**src/rtl/mem_arb_pkg.sv**
```systemverilog
// Shared constants for the unified memory port arbiter: FSM encoding,
// grant identifiers and access counter width.
package mem_arb_pkg;

  localparam logic [1:0] IDLE     = 2'd0;
  localparam logic [1:0] CORE_ACC = 2'd1;
  localparam logic [1:0] LDR_ACC  = 2'd2;

  localparam logic GNT_CORE = 1'b0;
  localparam logic GNT_LDR  = 1'b1;

  localparam int CNT_W = 4;

endpackage

```
**src/rtl/mem_arb_rr_pick.sv**
```systemverilog
// Round-robin pick between core and loader; with MEM_ARB_LDR_LOCK_EN the
// lock input masks the core so only the loader can be granted.
module mem_arb_rr_pick
  import mem_arb_pkg::*;
(
  input  logic core_elig,
  input  logic ldr_elig,
  input  logic last_grant,
`ifdef MEM_ARB_LDR_LOCK_EN
  input  logic lock,
`endif
  output logic grant_valid,
  output logic grant_id
);

  logic w_core_ok;

`ifdef MEM_ARB_LDR_LOCK_EN
  assign w_core_ok = core_elig & ~lock;
`else
  assign w_core_ok = core_elig;
`endif

  // On a tie the requester that did not win last time goes next.
  always_comb begin
    grant_valid = w_core_ok | ldr_elig;
    grant_id    = GNT_CORE;
    if (w_core_ok && ldr_elig) begin
      grant_id = (last_grant == GNT_CORE) ? GNT_LDR : GNT_CORE;
    end else if (ldr_elig) begin
      grant_id = GNT_LDR;
    end
  end

endmodule

```
**src/rtl/mem_port_arbiter.sv**
```systemverilog
// Shares one fixed-latency memory port between the core datapath and the
// loader/debug port. Optional loader lock: define MEM_ARB_LDR_LOCK_EN.
module mem_port_arbiter
  import mem_arb_pkg::*;
#(
  parameter int ADDR_W  = 32,
  parameter int DATA_W  = 32,
  parameter int MEM_LAT = 2
) (
  input  logic              clk,
  input  logic              reset,
  input  logic              core_rd,
  input  logic              core_wr,
  input  logic [ADDR_W-1:0] core_addr,
  input  logic [DATA_W-1:0] core_wdata,
  output logic [DATA_W-1:0] core_rdata,
  output logic              core_ready,
  input  logic              ldr_req,
  input  logic              ldr_we,
  input  logic [ADDR_W-1:0] ldr_addr,
  input  logic [DATA_W-1:0] ldr_wdata,
  output logic [DATA_W-1:0] ldr_rdata,
  output logic              ldr_ready,
`ifdef MEM_ARB_LDR_LOCK_EN
  input  logic              ldr_lock,
`endif
  output logic              mem_en,
  output logic              mem_we,
  output logic [ADDR_W-1:0] mem_addr,
  output logic [DATA_W-1:0] mem_wdata,
  input  logic [DATA_W-1:0] mem_rdata
);

  localparam logic [CNT_W-1:0] LAT_M1 = CNT_W'(MEM_LAT - 1);

  logic [1:0]        r_state;
  logic [CNT_W-1:0]  r_cnt;
  logic              r_last_grant;
  logic              r_mem_en;
  logic              r_mem_we;
  logic [ADDR_W-1:0] r_mem_addr;
  logic [DATA_W-1:0] r_mem_wdata;
  logic [DATA_W-1:0] r_core_rdata;
  logic [DATA_W-1:0] r_ldr_rdata;
  logic              r_core_ready;
  logic              r_ldr_ready;

  logic w_core_elig;
  logic w_ldr_elig;
  logic w_grant_valid;
  logic w_grant_id;

  // A requester sitting in its own ready cycle is not eligible again yet.
  assign w_core_elig = (core_rd | core_wr) & ~r_core_ready;
  assign w_ldr_elig  = ldr_req & ~r_ldr_ready;

  mem_arb_rr_pick u_pick (
    .core_elig   (w_core_elig),
    .ldr_elig    (w_ldr_elig),
    .last_grant  (r_last_grant),
`ifdef MEM_ARB_LDR_LOCK_EN
    .lock        (ldr_lock),
`endif
    .grant_valid (w_grant_valid),
    .grant_id    (w_grant_id)
  );

  always_ff @(posedge clk) begin
    if (!reset) begin
      r_state      <= IDLE;
      r_cnt        <= '0;
      r_last_grant <= GNT_LDR;
      r_mem_en     <= 1'b0;
      r_mem_we     <= 1'b0;
      r_mem_addr   <= '0;
      r_mem_wdata  <= '0;
      r_core_rdata <= '0;
      r_ldr_rdata  <= '0;
      r_core_ready <= 1'b0;
      r_ldr_ready  <= 1'b0;
    end else begin
      r_core_ready <= 1'b0;
      r_ldr_ready  <= 1'b0;
      case (r_state)
        IDLE: begin
          if (w_grant_valid) begin
            r_mem_en     <= 1'b1;
            r_cnt        <= LAT_M1;
            r_last_grant <= w_grant_id;
            if (w_grant_id == GNT_CORE) begin
              r_mem_addr  <= core_addr;
              r_mem_wdata <= core_wdata;
              r_mem_we    <= core_wr;
              r_state     <= CORE_ACC;
            end else begin
              r_mem_addr  <= ldr_addr;
              r_mem_wdata <= ldr_wdata;
              r_mem_we    <= ldr_we;
              r_state     <= LDR_ACC;
            end
          end
        end
        CORE_ACC, LDR_ACC: begin
          // Read data is only valid in the final strobe cycle.
          if (r_cnt == '0) begin
            if (!r_mem_we) begin
              if (r_state == CORE_ACC) r_core_rdata <= mem_rdata;
              else                     r_ldr_rdata  <= mem_rdata;
            end
            if (r_state == CORE_ACC) r_core_ready <= 1'b1;
            else                     r_ldr_ready  <= 1'b1;
            r_mem_en <= 1'b0;
            r_mem_we <= 1'b0;
            r_state  <= IDLE;
          end else begin
            r_cnt <= r_cnt - CNT_W'(1);
          end
        end
        default: r_state <= IDLE;
      endcase
    end
  end

  assign mem_en     = r_mem_en;
  assign mem_we     = r_mem_we;
  assign mem_addr   = r_mem_addr;
  assign mem_wdata  = r_mem_wdata;
  assign core_rdata = r_core_rdata;
  assign core_ready = r_core_ready;
  assign ldr_rdata  = r_ldr_rdata;
  assign ldr_ready  = r_ldr_ready;

endmodule

```
**config.mk**
```make
export PLATFORM = sky130hd
export DESIGN_NAME = mem_port_arbiter
export DESIGN_NICKNAME = d
export VERILOG_FILES = /design/src/rtl/mem_arb_pkg.sv /design/src/rtl/mem_arb_rr_pick.sv /design/src/rtl/mem_port_arbiter.sv
export SDC_FILE = /design/constraint.sdc
export NUM_CORES = 1
export LEC_CHECK = 0
export CORE_ASPECT_RATIO = 1.4
export CORE_UTILIZATION = 30
export DETAILED_ROUTE_END_ITERATION = 7
export PLACE_DENSITY = 0.72
export SKIP_CTS_REPAIR_TIMING = 1
export SYNTH_ARGS = -nofsm -noshare
export SYNTH_HDL_FRONTEND = slang
export SYNTH_SLANG_ARGS = --single-unit
```
**constraint.sdc**
```tcl
create_clock -name clk -period 3.3 [get_ports clk]
set_input_delay 0.495 -clock clk [delete_from_list [all_inputs] [get_ports clk]]
set_output_delay 0.495 -clock clk [all_outputs]
set_load 0.01 [all_outputs]
```
Word-level counts from Yosys, hierarchy flattened. Index checks and enable logic that the tools add are counted.

$add $sub $neg: 1. Eq/ne operators: 5. Muxes and demuxes: 20. Bitwise logic cells: 8. Reductions and logical operators: 12.

Operator list (count): $mux W32 (2); $mux W1 (9); $reduce_and A3 Y1 (3); $mux W4 (2); $pmux W4 S2 (1); $reduce_and A4 Y1 (2); $mux W2 (3); $logic_not A4 Y1 (1); $ne A2 B2 Y1 const B (2); $not A1 Y1 (4); $pmux W1 S2 (2); $pmux W2 S2 (1); $reduce_and A2 Y1 (2); $sub A4 B1 Y4 const B (1); $and A1 B1 Y1 (2); $eq A2 B1 Y1 const B (1); $eq A2 B2 Y1 const B (1); $logic_not A2 Y1 (1); $ne A2 B1 Y1 const B (1); $or A1 B1 Y1 (2); $reduce_bool A2 Y1 (1); $reduce_or A2 Y1 (1); $logic_and A1 B1 Y1 (1).

Register bits: 139. Output and inout bits: 132. Logic and storage cells: 57.

Longest topological paths before layout.
Depth in word-level cells: 7. Depth in mapped cells: 8.

Cells and area by module. Synthesis repeated with hierarchy kept, for this count alone.

Cell total of the unflattened synthesis: 608. Area, all modules: 5988.2 µm².

By module, submodules not included: mem_port_arbiter (times used 1, cells an instance 606, area an instance 5974.5 µm², sequential area each 2782.7 µm²); mem_arb_rr_pick (times used 1, cells an instance 2, area an instance 13.8 µm², sequential area each 0.0 µm²).

Worst setup path after synthesis. OpenSTA, ideal clock, no wires.

Path kind: register to register. From: reg r_state[0]. To: reg r_cnt[3]. Library setup time: 0.070 ns. Data arrival time: 1.709 ns. Data required time: 3.230 ns. Slack: 1.521 ns. Cell stages (with the launch flop): 7. Buffers on the path: 0. Path through: dfxtp_1 -> inv_1 -> ha_1 -> and4bb_4 -> a311o_1 -> or3_1 -> a21oi_1.

Word-level cells in the longest chain between the ends: 4. Elaborated cells between the ends (all ways): 9. Classes of those cells: 4 x eq/ne; 1 x mux; 4 x reduce/logical.

Ends and longest elaborated chain: from (decl) (line mem_port_arbiter.sv:36) `logic [1:0] r_state;`; from (signal assigned) (line mem_port_arbiter.sv:70) `r_state <= IDLE;`; from (signal assigned) (line mem_port_arbiter.sv:94) `r_state <= CORE_ACC;`; from (signal assigned) (line mem_port_arbiter.sv:99) `r_state <= LDR_ACC;`; $eq A2 B1 Y1 or $eq A2 B2 Y1 (tied branches) (line mem_port_arbiter.sv:84) `case (r_state)`; $reduce_or A2 Y1 (line mem_port_arbiter.sv:84); $ne A2 B2 Y1 (no source line) or $reduce_bool A2 Y1 (tied branches); $reduce_and A3 Y1 (no source line); to (signal assigned) (line mem_port_arbiter.sv:116) `r_cnt <= r_cnt - CNT_W'(1);`; to (decl) (line mem_port_arbiter.sv:37) `logic [CNT_W-1:0] r_cnt;`.

Parallel ways exist; a longest one is shown, timed or not. A chain may end at the register's enable or synchronous reset.

Worst setup path in the final report.
From: reg r_state[0]. To: reg r_ldr_rdata[0], in the netlist ldr_rdata[0].

Word-level cells in the longest chain between the ends: 3. Elaborated cells between the ends (all ways): 5. Classes of those cells: 2 x eq/ne; 1 x bitwise; 2 x reduce/logical.

Ends and longest elaborated chain: $eq A2 B1 Y1 or $eq A2 B2 Y1 (tied branches) (line mem_port_arbiter.sv:84, mem_port_arbiter.sv:107); $reduce_or A2 Y1 or $not A1 Y1 (tied branches); $reduce_and A4 Y1 (no source line) *; to (signal assigned) (line mem_port_arbiter.sv:108) `else r_ldr_rdata <= mem_rdata;`; to (decl) (line mem_port_arbiter.sv:44) `logic [DATA_W-1:0] r_ldr_rdata;`.

Mark *: on every way between the ends. The rest lies on a longest branch, timed or not.

==> run_results.csv <==
group,metric,value,unit
sta,hold_viol,0,
layout,final_cell_mix,"296 x clkdlybuf4s50_1, 139 x dfxtp_1, 134 x nand2_1, 133 x a21oi_1, 69 x o21ai_0",
setup_path,critPathLaunchType,"flop",
run,maxCapViolCount,0,
run_status,status,"complete, no violations",
global_routing,antenna_found_initial,0,
sta,slew_viol_final,0,
floorplanning,row_count,58,
logic_synthesis,synth_area_leaders,"dfxtp_1 50%, a21oi_1 12%, mux2i_1 12%, nand2_1 9.1%, o21ai_0 6.3%",
logic_synthesis,async_flop_share,0,%
logic_synthesis,synth_cells,639,
place,gp_congestion,0.7755,
setup_path,critPathArrivalTime,2.35,ns
logic_synthesis,synth_ff_type,"dfxtp_1",
sta,fin_worst_skew,0.009593,ns
setup_path,path_class,"flop to flop",
logic_synthesis,synth_edf_count,0,
power_and_ir_drop,clkPwrFrac,25.5,%
global_routing,grt_pass1_wl,26.23,mm
floorplanning,coreArea,18000,µm²
sta,slew_headroom,54.85,%
cts,htreeDepth,4,
power_and_ir_drop,p_leak,0.003348,µW
logic_synthesis,synth_top_area_share,50.50,%
layout,multi_input_area,2494,µm²
floorplanning,start_util,30.62,%
route,ant_nets,0,
setup_path,end_kind,"flop",
logic_synthesis,synth-seq-area-share,50.50,%
power_and_ir_drop,power,7529,µW
power_and_ir_drop,power.internal,4879,µW
logic_synthesis,ys_ff_latch,139,
logic_synthesis,synth_cell_type_count,36,
power_and_ir_drop,p_sw_share,35.20,%
sta,max_freq,497.0,MHz
cts,clk-insertion-delay-late,0.42,ns
cts,cts_made_buffers,17,
layout,num_antenna_cells,0,
cts,cts-root-buf,"clkbuf_16",
setup_path,crit_path_max_fanout,32,
sta,tns,0,ns
cts,clock_path_buffers,2,
global_routing,grt-ovfl-total,0,
logic_synthesis,yosys_warnings,0,
logic_synthesis,avgSynthCellArea,8.623,µm²
floorplanning,die_area,18920,µm²
sta,rsz0062_at_grt,"no",
power_and_ir_drop,p_sw,2650,µW
layout,nFillCells,1737,
power_and_ir_drop,power_density,813.9,nW/µm²
cts,clkSinkCount,139,
sta,tightestPinTransition,0.6773,ns
power_and_ir_drop,vdd_drop_max,0.4882,mV
global_routing,grt_pass1_vias,5192,
place,hpwl,11.87,mm
sta,period_share,60.98,%
layout,seq_area,2783,µm²
layout,final_common_cell,"clkdlybuf4s50_1",
floorplanning,io_pins,298,
floorplanning,die_w,116.5,µm
logic_synthesis,netlist_area,5510,µm²
route,drc_errors,0,
route,vias_per_cell,4.677,
route,vias,5463,
layout,drive_gt1_share,5.496,%
route,totalWireLength,17.01,mm
logic_synthesis,syn_nets,810,
power_and_ir_drop,pwr-share-seq,32.8,%
route,dr.pass1.iters,4,
layout,utilization,51.40,%
logic_synthesis,yosys.area.top_type,"dfxtp_1",
floorplanning,dieHeight,162.4,µm
layout,area_growth,67.87,%
cts,path_clk_slew,0.06,ns
setup_path,cp_data_required_time,3.64,ns
place,portBuffers,297,
power_and_ir_drop,comb_power_share,41.6,%
cts,cts_tree,"built",
layout,nets,1086,
route,avgRoutedWirePerCell,14.56,µm
sta,period_needed,2.012,ns
global_routing,grt_usage,18.09,%
sta,setup_viol,0,
global_routing,grt_max_degree,73,
worst_hold_path,min_path_type,"flop to flop",
route,drt-initial-drc-count,244,
-- state kept, by name, indices dropped and copies added (netlist names) --
signal and flops:
ldr_ready 1, r_state 2, mem_we 1, ldr_rdata 32, mem_en 1, core_ready 1, mem_addr 32, mem_wdata 32
r_last_grant 1, r_cnt 4, core_rdata 32
-- cells in the mapped netlist, drive strengths merged (2+ instances only) --
cell	number
a21oi	133
a32oi	2
and3	3
buf	18
clkbuf	32
dfxtp	139
ha	5
inv	8
mux2i	64
nand2	134
nand3	2
nor2	6
nor3	3
o21ai	69
or3	4
-- worst max-delay path: stages (launching register included) --
cell and delay [ns]:
dfxtp_1 0.38, inv_1 0.06, ha_1 0.33, and4bb_4 0.29, and2_2 0.60, nand2_1 0.12
a21oi_1 0.16
-- kinds of logic (layout without fill, tap and decap cells) --
| family | after synthesis | in the layout | share of synthesized area, % |
|---|---|---|---|
| fa+ha+maj | 5 | 5 | 1.135 |
| compound gates | 214 | 214 | 20.23 |
| buf+inv | 58 | 347 | 4.587 |
| mux | 64 | 64 | 11.63 |
| flops | 139 | 139 | 50.50 |
| simple gates | 159 | 159 | 11.92 |
-- area by class of cell --
class,count,area share [%]
timing repair buffer,307,33.03
sequential,139,30.08
inverter,8,0.3246
clock buffer,18,4.640
tap,240,3.246
multi-input combinational,442,26.96
clock inverter,14,1.718
-- path summary, 6_finish.rpt --
path	start	endpoint	slack, ns	cells after the start
worst max-delay path	r_state[0]	ldr_rdata[0]	1.29	6
worst min-delay path	ldr_rdata[7]	ldr_rdata[7]	0.45	2
worst max register to register	r_state[0]	ldr_rdata[0]	1.29	6
worst min register to register	ldr_rdata[7]	ldr_rdata[7]	0.45	2
-- power groups by stage --
| stage | Combinational (µW) | Clock [µW] | Sequential [µW] |
|---|---|---|---|
| after floorplan | 1430 | 0 | 2700 |
| after global placement | 3130 | 0 | 2490 |
| after detailed placement | 3160 | 0 | 2500 |
| after CTS | 3170 | 1970 | 2470 |
| after global routing | 3440 | 2060 | 2540 |
| final | 3130 | 1920 | 2470 |
-- routing by layer --
metal	share of wire [%]	global-route usage, %	wire (µm)
met5	0	0	0
met1	39	19.72	6646
met3	8.3	6.327	1416
met4	2.2	6.962	367
met2	50	31.66	8576
-- metrics by stage --
step	hold slack [ns]	instance area, µm²	setup WS (ns)	std cells
after global placement	0.4405	8662	0.9436	1136
after CTS	0.4540	9250	1.267	1168
after floorplan	0.4540	5510	1.521	639
final	0.4505	9250	1.288	1168
after global routing	0.4667	9250	1.096	1168
after detailed placement	0.4458	8662	0.8765	1136
Power figures use the tool's default switching activity.
